==> src/rtl/wb_arbiter_pkg.sv <==
// rtl/wb_arbiter_pkg.sv - shared state encodings, sizes and helpers for the wb_arbiter slice
package wb_arbiter_pkg;

  localparam int NUM_MASTERS = 4;
  localparam int ID_W        = 2;

  typedef enum logic [1:0] {
    ST_IDLE  = 2'd0,
    ST_BUSY  = 2'd1,
    ST_FAULT = 2'd2,
    ST_RESP  = 2'd3
  } state_t;

  function automatic logic [NUM_MASTERS-1:0] id_onehot(input logic [ID_W-1:0] id);
    return NUM_MASTERS'(1) << id;
  endfunction

endpackage

==> src/rtl/wb_rr_select.sv <==
// rtl/wb_rr_select.sv - combinational round-robin grant select; WB_ARB_M0_PRIORITY_EN gives master 0 absolute priority
module wb_rr_select
  import wb_arbiter_pkg::*;
(
  input  logic [NUM_MASTERS-1:0] req,
  input  logic [ID_W-1:0]        last,
  output logic [ID_W-1:0]        gnt_id,
  output logic                   gnt_vld
);

  logic [ID_W-1:0] idx;

  always_comb begin
    gnt_id  = '0;
    gnt_vld = 1'b0;
    idx     = '0;
    // Scan starts one past the last winner and wraps, so the first hit is the fairest choice.
    for (int i = 0; i < NUM_MASTERS; i++) begin
      idx = last + ID_W'(i + 1);
      if (!gnt_vld && req[idx]) begin
        gnt_id  = idx;
        gnt_vld = 1'b1;
      end
    end
`ifdef WB_ARB_M0_PRIORITY_EN
    if (req[0]) begin
      gnt_id  = '0;
      gnt_vld = 1'b1;
    end
`endif
  end

endmodule

==> src/rtl/wb_arbiter.sv <==
// rtl/wb_arbiter.sv - 4-master Wishbone arbiter with address-limit trap and slave timeout
// Optional feature macro: WB_ARB_M0_PRIORITY_EN (handled in wb_rr_select).
module wb_arbiter
  import wb_arbiter_pkg::*;
#(
  parameter logic [15:0] TIMEOUT    = 16'd1000,
  parameter logic [15:0] ADDR_LIMIT = 16'h8000,
  parameter logic [15:0] ERR_DATA   = 16'hdead
) (
  input  logic        wb_clk_i,
  input  logic        wb_rst_i,
  input  logic [3:0]  wbm_cyc_i,
  input  logic [3:0]  wbm_stb_i,
  input  logic [3:0]  wbm_we_i,
  input  logic [63:0] wbm_adr_i,
  input  logic [63:0] wbm_dat_i,
  output logic [15:0] wbm_dat_o,
  output logic [3:0]  wbm_ack_o,
  output logic        wbs_cyc_o,
  output logic        wbs_stb_o,
  output logic        wbs_we_o,
  output logic [15:0] wbs_adr_o,
  output logic [15:0] wbs_dat_o,
  input  logic [15:0] wbs_dat_i,
  input  logic        wbs_ack_i,
  output logic        bm_memv,
  output logic        bm_timeout,
  output logic [1:0]  bm_wbm_id,
  output logic [15:0] bm_addr,
  output logic        bm_we
);

  state_t          state_q, state_d;
  logic [3:0]      req;
  logic [ID_W-1:0] sel_id;
  logic            sel_vld;
  logic [15:0]     sel_adr, sel_dat;
  logic            sel_we, sel_viol;
  logic [ID_W-1:0] gnt_q, last_q;
  logic [15:0]     adr_q, dat_q, cnt_q, rdata_q, bm_addr_q;
  logic            we_q, tmo_q, bm_we_q;
  logic [ID_W-1:0] bm_id_q;
  logic            granted_cyc, tmo_hit;

  assign req = wbm_cyc_i & wbm_stb_i;

  wb_rr_select u_sel (
    .req    (req),
    .last   (last_q),
    .gnt_id (sel_id),
    .gnt_vld(sel_vld)
  );

  assign sel_adr     = wbm_adr_i[{sel_id, 4'b0000} +: 16];
  assign sel_dat     = wbm_dat_i[{sel_id, 4'b0000} +: 16];
  assign sel_we      = wbm_we_i[sel_id];
  assign sel_viol    = sel_adr >= ADDR_LIMIT;
  assign granted_cyc = wbm_cyc_i[gnt_q];
  assign tmo_hit     = cnt_q == TIMEOUT - 16'd1;

  always_comb begin
    state_d = state_q;
    case (state_q)
      ST_IDLE:  if (sel_vld) state_d = sel_viol ? ST_FAULT : ST_BUSY;
      // A master abandoning its cycle beats a same-clock ack; an ack beats the timeout.
      ST_BUSY: begin
        if (!granted_cyc)                state_d = ST_IDLE;
        else if (wbs_ack_i || tmo_hit)   state_d = ST_RESP;
      end
      ST_FAULT: state_d = ST_RESP;
      ST_RESP:  state_d = ST_IDLE;
      default:  state_d = ST_IDLE;
    endcase
  end

  always_ff @(posedge wb_clk_i) begin
    if (wb_rst_i) begin
      state_q   <= ST_IDLE;
      last_q    <= 2'd3;
      gnt_q     <= '0;
      adr_q     <= '0;
      dat_q     <= '0;
      we_q      <= 1'b0;
      cnt_q     <= '0;
      rdata_q   <= '0;
      tmo_q     <= 1'b0;
      bm_id_q   <= '0;
      bm_addr_q <= '0;
      bm_we_q   <= 1'b0;
    end else begin
      state_q <= state_d;
      tmo_q   <= 1'b0;
      case (state_q)
        ST_IDLE: begin
          if (sel_vld) begin
            gnt_q <= sel_id;
            adr_q <= sel_adr;
            dat_q <= sel_dat;
            we_q  <= sel_we;
            cnt_q <= '0;
            if (sel_viol) begin
              bm_id_q   <= sel_id;
              bm_addr_q <= sel_adr;
              bm_we_q   <= sel_we;
            end
          end
        end
        ST_BUSY: begin
          cnt_q <= cnt_q + 16'd1;
          if (granted_cyc) begin
            if (wbs_ack_i) begin
              rdata_q <= wbs_dat_i;
            end else if (tmo_hit) begin
              rdata_q   <= ERR_DATA;
              tmo_q     <= 1'b1;
              bm_id_q   <= gnt_q;
              bm_addr_q <= adr_q;
              bm_we_q   <= we_q;
            end
          end
        end
        ST_FAULT: rdata_q <= ERR_DATA;
        ST_RESP:  last_q  <= gnt_q;
        default: ;
      endcase
    end
  end

  assign wbs_cyc_o  = state_q == ST_BUSY;
  assign wbs_stb_o  = state_q == ST_BUSY;
  assign wbs_we_o   = (state_q == ST_BUSY) & we_q;
  assign wbs_adr_o  = adr_q;
  assign wbs_dat_o  = dat_q;
  assign wbm_ack_o  = (state_q == ST_RESP) ? id_onehot(gnt_q) : 4'b0000;
  assign wbm_dat_o  = rdata_q;
  assign bm_memv    = state_q == ST_FAULT;
  assign bm_timeout = tmo_q;
  assign bm_wbm_id  = bm_id_q;
  assign bm_addr    = bm_addr_q;
  assign bm_we      = bm_we_q;

endmodule

==> config.mk <==
export PLATFORM = sky130hd
export DESIGN_NAME = wb_arbiter
export DESIGN_NICKNAME = d
export VERILOG_FILES = /design/src/rtl/wb_arbiter_pkg.sv /design/src/rtl/wb_rr_select.sv /design/src/rtl/wb_arbiter.sv
export SDC_FILE = /design/constraint.sdc
export NUM_CORES = 1
export LEC_CHECK = 0
export CORE_MARGIN = 2
export CORE_UTILIZATION = 30
export CTS_BUF_LIST = sky130_fd_sc_hd__clkbuf_8
export CTS_CLUSTER_SIZE = 20
export DETAILED_ROUTE_END_ITERATION = 16
export PLACE_DENSITY_LB_ADDON = 0.2
export RECOVER_POWER = 25
export SLEW_MARGIN = 20
export SYNTH_ARGS = -nofsm -noshare
export SYNTH_HDL_FRONTEND = slang
export SYNTH_SLANG_ARGS = --single-unit
==> constraint.sdc <==
create_clock -name wb_clk_i -period 4 [get_ports wb_clk_i]
set_input_delay 0.4 -clock wb_clk_i [delete_from_list [all_inputs] [get_ports wb_clk_i]]
set_output_delay 0.4 -clock wb_clk_i [all_outputs]
set_load 0.005 [all_outputs]
==> run metrics <==
status=finished, final reports clean; crit path kind=register to output port; maxcap violations=0; most common cell in the netlist=nand2_1; TritonCTS buffer count=9; CTS tree=built; Synth Warn #=0; most used routing layer=met2; Max stage delay on crit path=just under 0.8 ns; # setup viols final=0; crit path launch type=register; Reg area=1820 µm²; async set-reset flop share out of synthesis=0%; grt met2 use=34.4%; crit path DAT=2.61 ns; Buf/Inv on CP=3; antenna-violating nets left=0; die extent in x=133 µm; area leader, netlist=dfxtp_1; R2R setup slack=roughly 1.0 ns; Period minus WS final=around 3 ns; layout cells sized above 1=around 7.2%; vias=roughly 5200; Post-Route WL=17200 µm; critical path capture point type=output port; CP endpoint=wbs_we_o; clk_lat worst skew=approximately 0.36 ns; Reg2Reg Launch Point=state_q[0]; Setup Skew=roughly 0.0085 ns; hpwl dp=roughly 13000 µm; worst reg2reg path endpoint=bm_addr[14]; IO buf count=234; Rows=between 40 and 50; first-pass GRT wire length=~27000 µm; Die Y=133 µm; RSZ-0062 raised after global routing=no; Hold-fix buffers, CTS=0; n_diodes=0; Slew @ Worst Pin=1.05 ns; CP Depth=5; GP Congestion=between 0.8 and 0.9; post-synthesis area per instance=about 8.5 µm²; gr usage total=about a fifth; root buf cell=clkbuf_8; Area after DPL=about 7500 µm²; worst setup path start=state_q[1]; met1 Usage GRT=22.6%; area of the multi-input gates=around 3000 µm²; fin area=around 7700 µm²; Rel. slew slack=30.0%; CTS sink count=slightly above 90; Post-synth EDFFs=0; Die Area=17700 µm²; Hold Violations, Final=0; drt wl/cell=about 17 µm; core area=between 15000 and 20000 µm²; Congestion Overflow GR=0; CP required=3.60 ns; critical path cell sequence=inv_1, ha_1, clkbuf_1, and2_1, clkdlybuf4s50_1; Post-CTS Setup Bufs=0; reg2reg path depth=9; Synth Instances=590; Pleak=about 3.1 nW; Area contributors post-synth=dfxtp_1 36%, nand2_1 9.7%, nand3_1 4.9%; top-area cell type share of the netlist area=a little over a third; register area share after synthesis=between 30 and 40%; Max IR drop VDD=0.218 mV; 1st-iter DRT viols=316; starting density of the core=30.4%; Final Max Tran Viols=0; Residual DRC=0; Area growth syn-to-layout=53.9%; Yosys cell types=just under 60; Clock Pin Slew Worst Setup and Hold Paths=about 0.090 ns; pwr dens=approximately 500 nW/µm²; H-Tree Depth=3; initial antenna violation count=0; Clock Tree Buf Depth=2; synthesized net count=755; critical path peak fanout=21; Syn Std Cell Area=around 5000 µm²; Via-to-Cell Ratio=5.08; Ports=between 200 and 250; FF+latch count, synth=a little over 90; Critical Path Slowest Stage Cell=clkbuf_1; Pre-antenna DRT Iters=7; NumNets Final=968; Max Fclk=0.333 GHz; largest net degree at the start of global routing=just under 60; vias in the first global route=between 5000 and 6000; ys flop type=dfxtp_1; Hold WC Path Type=register to register; Post-synth top cells=130 x nand2_1, 91 x dfxtp_1, 49 x nand3_1; Min Hold Slack=around 0.46 ns; kind of cell adding the most delay to the critical path=buffers and inverters; met3 GRT Util=between 5 and 6%; Post-CTS Resized=0; Setup TNS Final=0 ns; final period utilization=75.1%; fillers=approximately 1600
-- layer usage --
| metal | vias up | wire (µm) |
|---|---|---|
| li1 | 2569 | - |
| met1 | 2445 | 7000 |
| met2 | 189 | 8700 |
| met3 | 18 | 1170 |
| met4 | 0 | 336 |
| met5 | - | 0 |
-- sequential cells by signal, summed over array words and instances, names as in the netlist --
register and flops:
state_q 2, bm_wbm_id 2, cnt_q 16, gnt_q 2
bm_we 1, wbm_dat_o 16, wbs_dat_o 16, bm_timeout 1
last_q 2, bm_addr 16, we_q 1, wbs_adr_o 16
-- cell families after synthesis --
group                      Yosys count  share of synthesized area [%]
AOI/OAI and AO/OA                  119                           18.3
xor gates and xnor gates            10                           1.75
adders and majority gates            6                           1.50
buffers and inverters               50                           4.62
DFF                                 91                           36.4
muxes                               31                           11.0
and+or+nand+nor                    283                           26.4
-- worst min-delay path by stage --
stage,from,endpoint,slack (ns),depth (start not counted)
after floorplan,we_q,we_q,0.43,2
after global placement,wbm_dat_o[13],wbm_dat_o[13],0.44,2
after detailed placement,wbm_dat_o[13],wbm_dat_o[13],0.45,2
after CTS,wbm_dat_o[13],wbm_dat_o[13],0.46,2
after global routing,wbm_dat_o[6],wbm_dat_o[6],0.49,2
final,we_q,we_q,0.46,2
-- tightest hold or removal path, delay by kind of cell (launching register included) --
family          cells  cell delay, ns
simple gates        1            0.05
compound gates      1            0.05
flops               1            0.31
-- metrics by stage --
stage	setup WS (ns)	instances	power (W)	utilization, %
floorplan	1.68	590	0.00239	-
global placement	0.921	1012	0.00329	45.7
detailed placement	0.836	1012	0.00332	45.7
CTS	1.04	1028	0.00395	46.8
global route	0.809	1028	0.00414	46.8
finish	0.994	1028	0.00386	46.8
-- placed cells by master, fill, tap and decap left out, types with 6 or more instances in the layout --
master           netlist  final
a41o_1                16     16
clkbuf_8               0     10
dlygate4sd3_1          0     38
nor2_1                29     28
o21ai_0               10     10
a31oi_1               20     19
inv_1                  5      8
mux4_1                 8      8
nand3_1               49     49
nand2_1              130    130
clkdlybuf4s50_1        0    195
and3_1                21     21
a21oi_1               31     31
mux4_2                 9      9
nor3_1                23     23
xor2_1                 7      7
a211oi_1               8      8
mux2i_1               14     14
a211oi_2              10     10
dfxtp_1               91     91
buf_4                  2     11
ha_1                   6      6
-- area by class of cell --
cell class	count	share of cell area, %
clock buffer	10	1.79
clock inverter	6	0.649
inverter	6	0.292
multi-input combinational	449	38.6
sequential	91	23.6
tap	220	3.57
timing repair buffer	246	31.4
-- power by group --
part | switching, W | leakage [nW] | internal, W | total, W
registers | 0.000149 | 0.747 | 0.00114 | 0.00129
logic | 0.00101 | 2.28 | 0.000946 | 0.00195
clock network | 0.000317 | 0.111 | 0.000297 | 0.000614
(Power assumes the default switching activity.)
